[config.mk]
export PLATFORM = sky130hd
export DESIGN_NAME = z80_bus_master
export DESIGN_NICKNAME = d
export VERILOG_FILES = /design/src/rtl/z80_bus_master.sv
export SDC_FILE = /design/constraint.sdc
export NUM_CORES = 1
export LEC_CHECK = 0
export CAP_MARGIN = 20
export CORE_ASPECT_RATIO = 1.75
export CORE_MARGIN = 3
export CORE_UTILIZATION = 46
export DETAILED_ROUTE_END_ITERATION = 12
export GPL_TIMING_DRIVEN = 0
export HOLD_SLACK_MARGIN = 0.05
export PLACE_DENSITY_LB_ADDON = 0.05
export RECOVER_POWER = 25
export SYNTH_ARGS = -nofsm -noshare
export SYNTH_HDL_FRONTEND = slang
export SYNTH_SLANG_ARGS = --single-unit
[constraint.sdc]
create_clock -name clk -period 1.7 [get_ports clk]
set_input_delay 0.17 -clock clk [delete_from_list [all_inputs] [get_ports clk]]
set_output_delay 0.17 -clock clk [all_outputs]
set_load 0.05 [all_outputs]
[src/rtl/z80_bus_master.sv]
// Z80 bus master: requests the bus via BUSREQ/BUSACK, runs single memory or I/O
// read/write cycles with T-state timing and WAIT handling, then releases after an idle hold.
module z80_bus_master #(
    parameter int T_DIV       = 4,
    parameter int HOLD_CYCLES = 8
) (
    input  logic        clk,
    input  logic        rst_n,
    input  logic        cmd_valid,
    output logic        cmd_ready,
    input  logic        cmd_write,
    input  logic        cmd_io,
    input  logic [15:0] cmd_addr,
    input  logic [7:0]  cmd_wdata,
    output logic        rsp_valid,
    output logic [7:0]  rsp_rdata,
    output logic        z80_busreq,
    input  logic        z80_busack,
    input  logic        z80_wait,
    output logic [15:0] z80_a,
    output logic [7:0]  z80_d_out,
    input  logic [7:0]  z80_d_in,
    output logic        z80_d_oe,
    output logic        z80_mreq,
    output logic        z80_iorq,
    output logic        z80_rd,
    output logic        z80_wr,
    output logic        z80_ctrl_oe
);

    localparam int TCW = $clog2(T_DIV + 1);
    localparam int HCW = (HOLD_CYCLES > 1) ? $clog2(HOLD_CYCLES + 1) : 1;
    localparam logic [TCW-1:0] T_LAST = TCW'(T_DIV - 1);
    localparam logic [HCW-1:0] H_LAST = HCW'(HOLD_CYCLES - 1);

    typedef enum logic [2:0] {
        IDLE,
        REQ,
        OWN,
        T1,
        T2,
        TW,
        T3,
        REL
    } state_t;

    state_t         state;
    logic [TCW-1:0] tcnt;
    logic [HCW-1:0] hold;

    logic           busack_m, busack_s;
    logic           wait_m, wait_s;

    logic           q_write;
    logic           q_io;
    logic [15:0]    q_addr;
    logic [7:0]     q_wdata;

    logic           accept;
    assign accept = cmd_valid && cmd_ready;

    // Both Z80-side inputs are asynchronous to clk; idle level is high.
    always_ff @(posedge clk or negedge rst_n) begin
        if (!rst_n) begin
            busack_m <= 1'b1;
            busack_s <= 1'b1;
            wait_m   <= 1'b1;
            wait_s   <= 1'b1;
        end else begin
            busack_m <= z80_busack;
            busack_s <= busack_m;
            wait_m   <= z80_wait;
            wait_s   <= wait_m;
        end
    end

    always_ff @(posedge clk or negedge rst_n) begin
        if (!rst_n) begin
            state       <= IDLE;
            tcnt        <= '0;
            hold        <= '0;
            q_write     <= 1'b0;
            q_io        <= 1'b0;
            q_addr      <= '0;
            q_wdata     <= '0;
            cmd_ready   <= 1'b0;
            rsp_valid   <= 1'b0;
            rsp_rdata   <= '0;
            z80_busreq  <= 1'b1;
            z80_a       <= '0;
            z80_d_out   <= '0;
            z80_d_oe    <= 1'b0;
            z80_mreq    <= 1'b1;
            z80_iorq    <= 1'b1;
            z80_rd      <= 1'b1;
            z80_wr      <= 1'b1;
            z80_ctrl_oe <= 1'b0;
        end else begin
            rsp_valid <= 1'b0;
            case (state)
                IDLE: begin
                    if (accept) begin
                        q_write    <= cmd_write;
                        q_io       <= cmd_io;
                        q_addr     <= cmd_addr;
                        q_wdata    <= cmd_wdata;
                        cmd_ready  <= 1'b0;
                        z80_busreq <= 1'b0;
                        state      <= REQ;
                    end else begin
                        cmd_ready <= 1'b1;
                    end
                end

                REQ: begin
                    if (!busack_s) begin
                        z80_ctrl_oe <= 1'b1;
                        z80_a       <= q_addr;
                        z80_d_oe    <= q_write;
                        if (q_write) begin
                            z80_d_out <= q_wdata;
                        end
                        tcnt  <= T_LAST;
                        state <= T1;
                    end
                end

                OWN: begin
                    // An accept takes priority over hold expiry on the same clk.
                    if (accept) begin
                        q_write   <= cmd_write;
                        q_io      <= cmd_io;
                        q_addr    <= cmd_addr;
                        q_wdata   <= cmd_wdata;
                        cmd_ready <= 1'b0;
                        z80_a     <= cmd_addr;
                        z80_d_oe  <= cmd_write;
                        if (cmd_write) begin
                            z80_d_out <= cmd_wdata;
                        end
                        tcnt  <= T_LAST;
                        state <= T1;
                    end else if (hold == '0) begin
                        cmd_ready   <= 1'b0;
                        z80_ctrl_oe <= 1'b0;
                        z80_busreq  <= 1'b1;
                        state       <= REL;
                    end else begin
                        hold <= hold - HCW'(1);
                    end
                end

                T1: begin
                    if (tcnt == '0) begin
                        z80_mreq <= q_io;
                        z80_iorq <= !q_io;
                        z80_rd   <= q_write;
                        z80_wr   <= !q_write;
                        tcnt     <= T_LAST;
                        state    <= T2;
                    end else begin
                        tcnt <= tcnt - TCW'(1);
                    end
                end

                T2: begin
                    if (tcnt == '0) begin
                        tcnt  <= T_LAST;
                        state <= (q_io || !wait_s) ? TW : T3;
                    end else begin
                        tcnt <= tcnt - TCW'(1);
                    end
                end

                TW: begin
                    if (tcnt == '0) begin
                        tcnt  <= T_LAST;
                        state <= (!wait_s) ? TW : T3;
                    end else begin
                        tcnt <= tcnt - TCW'(1);
                    end
                end

                T3: begin
                    if (tcnt == '0) begin
                        z80_mreq  <= 1'b1;
                        z80_iorq  <= 1'b1;
                        z80_rd    <= 1'b1;
                        z80_wr    <= 1'b1;
                        z80_d_oe  <= 1'b0;
                        rsp_valid <= 1'b1;
                        if (!q_write) begin
                            rsp_rdata <= z80_d_in;
                        end
                        cmd_ready <= 1'b1;
                        hold      <= H_LAST;
                        state     <= OWN;
                    end else begin
                        tcnt <= tcnt - TCW'(1);
                    end
                end

                REL: begin
                    cmd_ready <= 1'b1;
                    state     <= IDLE;
                end

                default: begin
                    state <= IDLE;
                end
            endcase
        end
    end

endmodule

Word level (Yosys, flattened, before mapping). Index checks and enable logic that the tools add are counted.

Memories kept: 0. Logic and storage cells: 129. RAM bits: 0. Bits in read-only memories: 0. Latch bits: 0. Register bits: 81. Output and inout bits: 41. Bits of input ports: 39.

$add $sub $neg: 2. Divide/modulo/power cells: 0. Magnitude comparators: 0. Reductions and logical operators: 29. Shifts and indexed selects: 0. Eq/ne operators: 21. Muxes and demuxes: 53. Bitwise gates (word level): 1. Multipliers: 0.

Operators with widths (count): 3-bit 2-to-1 mux (11); 16-bit 2-to-1 mux (2); 8-bit 2-to-1 mux (4); 16-bit case mux with 2 select lines (1); 2-bit != test, second input constant (13); 3-bit case mux with 8 select lines (1); 4-bit AND reduction (5); 1-bit 2-to-1 mux (18); 8-bit case mux with 2 select lines (1); 3-bit equality test, second input constant (4); 4-bit 2-to-1 mux (3); 1-bit case mux with 2 select lines (6); 3-bit case mux with 4 select lines (1); 3-bit AND reduction (4); 4-bit case mux with 2 select lines (1); 2-bit nonzero test (4); 4-bit nonzero test (2); 7-bit AND reduction (1); 3-bit by 2-bit equality test with 1-bit output, second input constant (2); 3-bit zero test (2); 5-bit AND reduction (1); 4-bit zero test (1); 2-bit 2-to-1 mux (2); 1-bit case mux with 4 select lines (1); 13 further kinds (15).

Logic depth before layout (Yosys ltp). Gate-level depths: netlist (run 1).

Depth in word-level cells: 5. Gate-level depth with buffers: 8. Mapped depth without buffers: 6.

Least setup slack after synthesis (run 1). Ideal clock, no wire load.

Kind: reg-to-reg. Start: register cmd_ready. End: register q_addr[0]. Setup time: 0.125 ns. Clock period less this slack: 1.932 ns. Slack: -0.232 ns. Path buffers: 1. Required time: 1.575 ns. Arrival time: 1.808 ns. Cell stages (with the launch flop): 5. Cells stage by stage: dfrtp_1 nand2_2 nor3_2 buf_4 mux2_2.

Cells in the longest elaborated chain, start to end: 2.

RTL lines: start: declaration (line 10) `output logic cmd_ready,`; start signal: assignment (line 86) `cmd_ready <= 1'b0;`; start signal: assignment (line 107) `cmd_ready <= 1'b0;`; start signal: assignment (line 111) `cmd_ready <= 1'b1;`; 1-bit logical AND (line 60) `assign accept = cmd_valid && cmd_ready;`; 2-bit AND reduction (no source line); end signal: assignment (line 105) `q_addr <= cmd_addr;`; end signal: assignment (line 133) `q_addr <= cmd_addr;`; end: declaration (line 56) `logic [15:0] q_addr;`.

Every way passes these cells. A chain may end at the register's enable or synchronous reset.

Worst setup path after layout (run 1).
Start: register tcnt[0]. End: register rsp_rdata[2].

Cells in the longest elaborated chain, start to end: 2.

RTL lines: start: declaration (line 48) `logic [TCW-1:0] tcnt;`; start signal: assignment (line 162) `tcnt <= tcnt - TCW'(1);`; start signal: assignment (line 171) `tcnt <= tcnt - TCW'(1);`; start signal: assignment (line 180) `tcnt <= tcnt - TCW'(1);`; 3-bit zero test (line 185) `if (tcnt == '0) begin`; 3-bit AND reduction (no source line); end signal: assignment (line 193) `rsp_rdata <= z80_d_in;`; end: declaration (line 16) `output logic [7:0] rsp_rdata,`.

Every way passes these cells.

==> flow_summary.toml, run 1 <==
[outcome]
status = "complete, but fails checks"
violations = "setup timing"

[power_and_ir_drop]
switching_power_mw = 4.76
p_leak_nw = 2.36
clkPwrFrac_pct = 17.1
seqPwrFrac_pct = 29.7
p_sw_share_pct = 41.6
p_int_mw = 6.68
comb_power_share_pct = 53.3
vdd_ir_drop_max_mv = 1.22
power_density_nw_per_um2 = 2170

[sta]
slew_viol_final = 0
hold_violations = 0
layout_min_cycle_time_ps = 1710
maxSlewHeadroom_pct = 49.4
fin_ws_ps = -14.4
rsz0062_at_grt = "true"
fin_crit_sh_pct = 101
finalSetupViolations = 8
timing.fmax_mhz = 583
fin_skew_ps = 5.17
worst_pin_slew_ps = 759

[final_layout]
antennaDiodeCount = 0
drive_above_1_share_pct = 30.9
utilization_pct = 66.2
final_cell_mix = "dfrtp_1 (70), clkdlybuf4s50_1 (55), mux2_2 (43)"
fin_area_um2 = 5270
syn_to_final_growth_pct = 38.9
final_common_cell = "dfrtp_1"
fin_nets = 467
instances_no_fill = 520

[worst_setup_path]
cp-end-kind = "flop"
required_ps = 1910
critPathKind = "flop to flop"
cp-start-kind = "flop"
cp.arrival_ps = 1930
crit_fanout = 8

[synthesis]
ys_ff_latch = 81
ys_dominant_reg_cell = "dfrtp_1"
async_flop_share_pct = 100
yosys_warnings = 0
synthesis.nets = 359
synth_area_um2 = 3790
synthCells = 317
seq_area_frac_synth_pct = 53.7
ys_types = 55
avgSynthCellArea_um2 = 12.0
synth-edff-count = 0

[clock_network]
cts_tree = "yes"
cts.clk_slew.worst_paths_ps = 60
cts_buffers = 9
root_buffer = "clkbuf_16"
htreeDepth = 3
cts_buffer_depth = 2
clock_sinks = 81
clock_latency_ps = 330

[place]
dp.cells = 487
dp_hpwl_mm = 6.13
post_dp_cell_area_um2 = 4730
place_ws_ps = -518
place.gp.congestion = 0.805
port_buffers = 79

[floorplan]
die_w_um = 74.6
fp.coreArea_um2 = 7960
dieArea_um2 = 9410
start_util_pct = 47.6
die_h_um = 126
io_pins = 80
fp-row-count = 43

[route]
wl_per_cell_um = 16.8
drc = 0
drt_iter0_drc = 133
wirelength_mm = 8.72
via_per_inst = 5.47
ant_nets = 0
first_pass_iters = 5
vias = 2843

[job]
drv_cap = 0

[global_routing]
antenna_found_initial = 0
grt_usage_pct = 20.0
grt_start_max_net_pins = 53
grt_pass1_vias = 2979
gr-total-overflow = 0
grt_pass1_wl_mm = 14.5

[hold_path]
hold_path_class = "flop to flop"
## worst max-delay path, stage by stage, from the launching register on
cell	delay, ps
dfrtp_1	390
inv_2	80
ha_4	130
nor2b_4	180
nand2_4	60
or3_4	420
mux2_4	330
## layout make-up
class	instances	area (µm²)
inverter	7	26.3
multi-input combinational	210	1670
timing repair buffer	100	981
tap	90	113
sequential	81	2040
buffer	16	134
fill	650	2690
clock inverter	5	53.8
clock buffer	11	253
## worst paths after layout
kind / from / to / slack [ps] / cells past startpoint
setup / recovery: tcnt[0] / rsp_rdata[2] / -10 / 6
hold / removal: busack_m / busack_s / 360 / 0
setup reg to reg: tcnt[0] / rsp_rdata[2] / -10 / 6
hold reg to reg: busack_m / busack_s / 360 / 0
max in group asynchronous: rst_n / state[0] / 310 / 3
min in group asynchronous: rst_n / hold[3] / 450 / 2
## sequential cells by signal, indices dropped and copies added, names as in the netlist, 3 cells and up
register,count
z80_d_out,8
q_wdata,8
rsp_rdata,8
state,3
hold,4
q_addr,16
z80_a,16
tcnt,3
## routing by layer
| metal | vias to the layer above | wire, µm | GRT usage [%] |
|---|---|---|---|
| met5 | - | 0 | 0 |
| met4 | 0 | 175 | 7.97 |
| met3 | 15 | 366 | 4.87 |
| met2 | 75 | 4850 | 34.7 |
| met1 | 1414 | 3330 | 22.8 |
| li1 | 1339 | - | - |
## cells in the mapped netlist, types with 3 or more instances
library cell | number | area share, %
mux2_2 | 43 | 13
inv_1 | 7 | 0.69
mux2_4 | 8 | 3.2
dfstp_2 | 9 | 6.2
nor3_1 | 3 | 0.40
mux2i_1 | 16 | 4.2
o2bb2ai_1 | 3 | 0.69
o22a_1 | 3 | 0.69
buf_6 | 5 | 1.5
o22ai_1 | 3 | 0.49
a21oi_1 | 31 | 4.1
dfrtp_1 | 72 | 48
nand2_1 | 12 | 1.2
ha_1 | 3 | 0.99
buf_2 | 7 | 0.92
nand2b_1 | 3 | 0.49
nor2_1 | 29 | 2.9
clkbuf_1 | 3 | 0.30
nand3_1 | 8 | 1.1
o21ai_0 | 8 | 1.1
## power groups by stage
stage	registers (mW)	clock network, mW	logic, mW
floorplan	4.86	0	2.61
global placement	3.39	0	5.67
detailed placement	3.44	0	5.74
CTS	3.42	2.01	5.93
global route	3.51	2.08	6.57
finish	3.39	1.95	6.10
## per-stage QoR
stage,TNS [ps],hold slack (ps),power [mW]
final,-47.0,355,11.4
after global routing,-468,362,12.2
after CTS,-1020,251,11.4
after detailed placement,-17060,137,9.18
after global placement,-207890,347,9.06
after floorplan,-1890,-126,7.47
## logic make-up after synthesis
kind of cell               count (synthesis)  synth area share [%]
xor gates and xnor gates                   1                 0.231
and+or+nand+nor                           73                  9.77
DFF                                       81                  53.7
buffers and inverters                     26                  3.99
AOI/OAI and AO/OA                         65                  10.9
muxes                                     67                  20.2
adders and majority gates                  4                  1.25
## timing repair
action | CTS | global route
setup buffers | 10 | 9
setup endpoints to repair | 61 | 49
endpoints found under the hold margin | 24 | 0
hold buffers | 1 | 0
resized for setup | 21 | 32
pin swaps | 7 | 6
No activity file was read; power rests on OpenSTA's default activity.
==> run 2: changes to the inputs <==
--- a/config.mk
+++ b/config.mk
@@ -9,3 +9,3 @@
 export CORE_ASPECT_RATIO = 1.75
-export CORE_MARGIN = 3
+export CORE_MARGIN = 1.5
 export CORE_UTILIZATION = 46
@@ -16,2 +16,3 @@
 export RECOVER_POWER = 25
+export REMOVE_ABC_BUFFERS = 1
 export SYNTH_ARGS = -nofsm -noshare
--- a/constraint.sdc
+++ b/constraint.sdc
@@ -3,2 +3,2 @@
 set_output_delay 0.17 -clock clk [all_outputs]
-set_load 0.05 [all_outputs]
+set_load 0.005 [all_outputs]
==> run 2 against run 1 <==
Clock power increased by 5%. Final cell count grew 2.1%. Global-route usage increased by 3.3 points. Register-to-register slack worse by 40 ps. Sequential power up 5%. The run ends with DRC, setup timing left. Die area fell by 6.3%. Core utilization grew 6.3 points. Via count grew 5.8%. Worst setup slack worse by 35 ps.
==> flow_summary.toml, run 2 (synthesis gave the netlist of run 1 again) <==
[outcome]
status = "complete, but fails checks"
violations = "DRC, setup timing"

[sta]
maxSlewHeadroom_pct = 53.6
fin_skew_ps = 6.33
rsz0062_at_grt = "true"
timing.fmax_mhz = 572
fin_setup_tns_ps = -343
worst_pin_slew_ps = 696
fin_ws_ps = -49.6
fin_crit_sh_pct = 103
layout_min_cycle_time_ps = 1750
slew_viol_final = 0
finalSetupViolations = 8
hold_violations = 0

[worst_setup_path]
crit_fanout = 8
cp-end-kind = "flop"
cp-start-kind = "flop"
cp.arrival_ps = 1970
required_ps = 1920
r2r_setup_slack_ps = -50
critPathKind = "flop to flop"

[global_routing]
antenna_found_initial = 0
grt_usage_pct = 23.3
gr-total-overflow = 0
grt_pass1_wl_mm = 15.5
grt_start_max_net_pins = 55
grt_pass1_vias = 3068

[route]
wirelength_mm = 10.3
via_per_inst = 5.66
vias = 3008
ant_nets = 0
first_pass_iters = 10
drt_iter0_drc = 160
drc = 4
wl_per_cell_um = 19.3

[place]
place_ws_ps = -798
port_buffers = 79
place.gp.congestion = 0.746
dp_hpwl_mm = 5.28
post_dp_cell_area_um2 = 4640

[job]
drv_cap = 0

[final_layout]
fin_nets = 479
n_fill_cell = 546
drive_above_1_share_pct = 38.5
regArea_um2 = 2050
antennaDiodeCount = 0
syn_to_final_growth_pct = 52.1
fin_area_um2 = 5770
utilization_pct = 72.4
multi_input_area_um2 = 1900
top_regs = "q_addr: 16 flops, z80_a: 16 flops"
final_common_cell = "clkdlybuf4s50_1"
final_cell_mix = "clkdlybuf4s50_1 (76), dfrtp_1 (68), mux2_4 (33)"

[power_and_ir_drop]
finalPower_mw = 11.4
p_leak_nw = 2.44
power_density_nw_per_um2 = 1980
vdd_ir_drop_max_mv = 1.18

[floorplan]
start_util_pct = 47.6
fp.coreArea_um2 = 7960
io_pins = 80
dieArea_um2 = 8820
die_w_um = 71.6
die_h_um = 123
fp-row-count = 43

[clock_network]
cts_tree = "yes"
htreeDepth = 3
clock_latency_ps = 340
cts_buffer_depth = 2
clock_sinks = 81
cts.clk_slew.worst_paths_ps = 60
root_buffer = "clkbuf_16"
cts_buffers = 9

[hold_path]
hold_path_class = "flop to flop"
## run 2: metal layers
metal	vias up	track usage, %	part of all wire, %
met5	-	0	0
met4	0	11.9	3.0
met3	25	5.46	3.6
met2	89	40.5	54
met1	1521	26.3	39
li1	1373	-	-
## run 2: metrics by stage
step	hold slack (ps)	cells
detailed placement	122	469
global route	360	531
finish	351	531
floorplan	-126	298
global placement	346	467
CTS	237	518
## run 2: cell type report
type,count,share of cell area [%]
Sequential cell,81,35.6
Tap cell,90,1.95
Clock buffer,12,4.27
Timing Repair Buffer,126,23.7
Multi-Input combinational cell,212,32.9
Inverter,7,0.456
Clock inverter,3,1.13
## run 2: worst paths after layout
| kind | cells past startpoint | end | startpoint |
|---|---|---|---|
| worst max-delay path | 6 | rsp_rdata[3] | tcnt[0] |
| worst min-delay path | 0 | busack_s | busack_m |
| worst max register to register | 6 | rsp_rdata[3] | tcnt[0] |
| worst min register to register | 0 | busack_s | busack_m |
| max in group asynchronous | 3 | busack_m | rst_n |
| min in group asynchronous | 2 | state[1] | rst_n |
## run 2: worst max-delay path: stages (launching register included)
cell and delay [ps]:
dfrtp_1 400, inv_2 100, ha_4 150, nor2b_4 180, nand2_4 60, or3_4 420, mux2_4 320
## run 2: where the power goes
part / switching [mW] / internal (mW)
sequential: 0.700 / 2.87
clock: 0.734 / 1.32
combinational: 2.35 / 3.47
## run 2: repair_timing
action                                  4_1_cts  5_1_grt
pin swaps                                     8        9
hold buffers                                  1        0
gates cloned                                  5        3
resized for setup                            50       39
setup buffers                                28       13
endpoints found under the hold margin        22        0
endpoints found under the setup margin       74       63
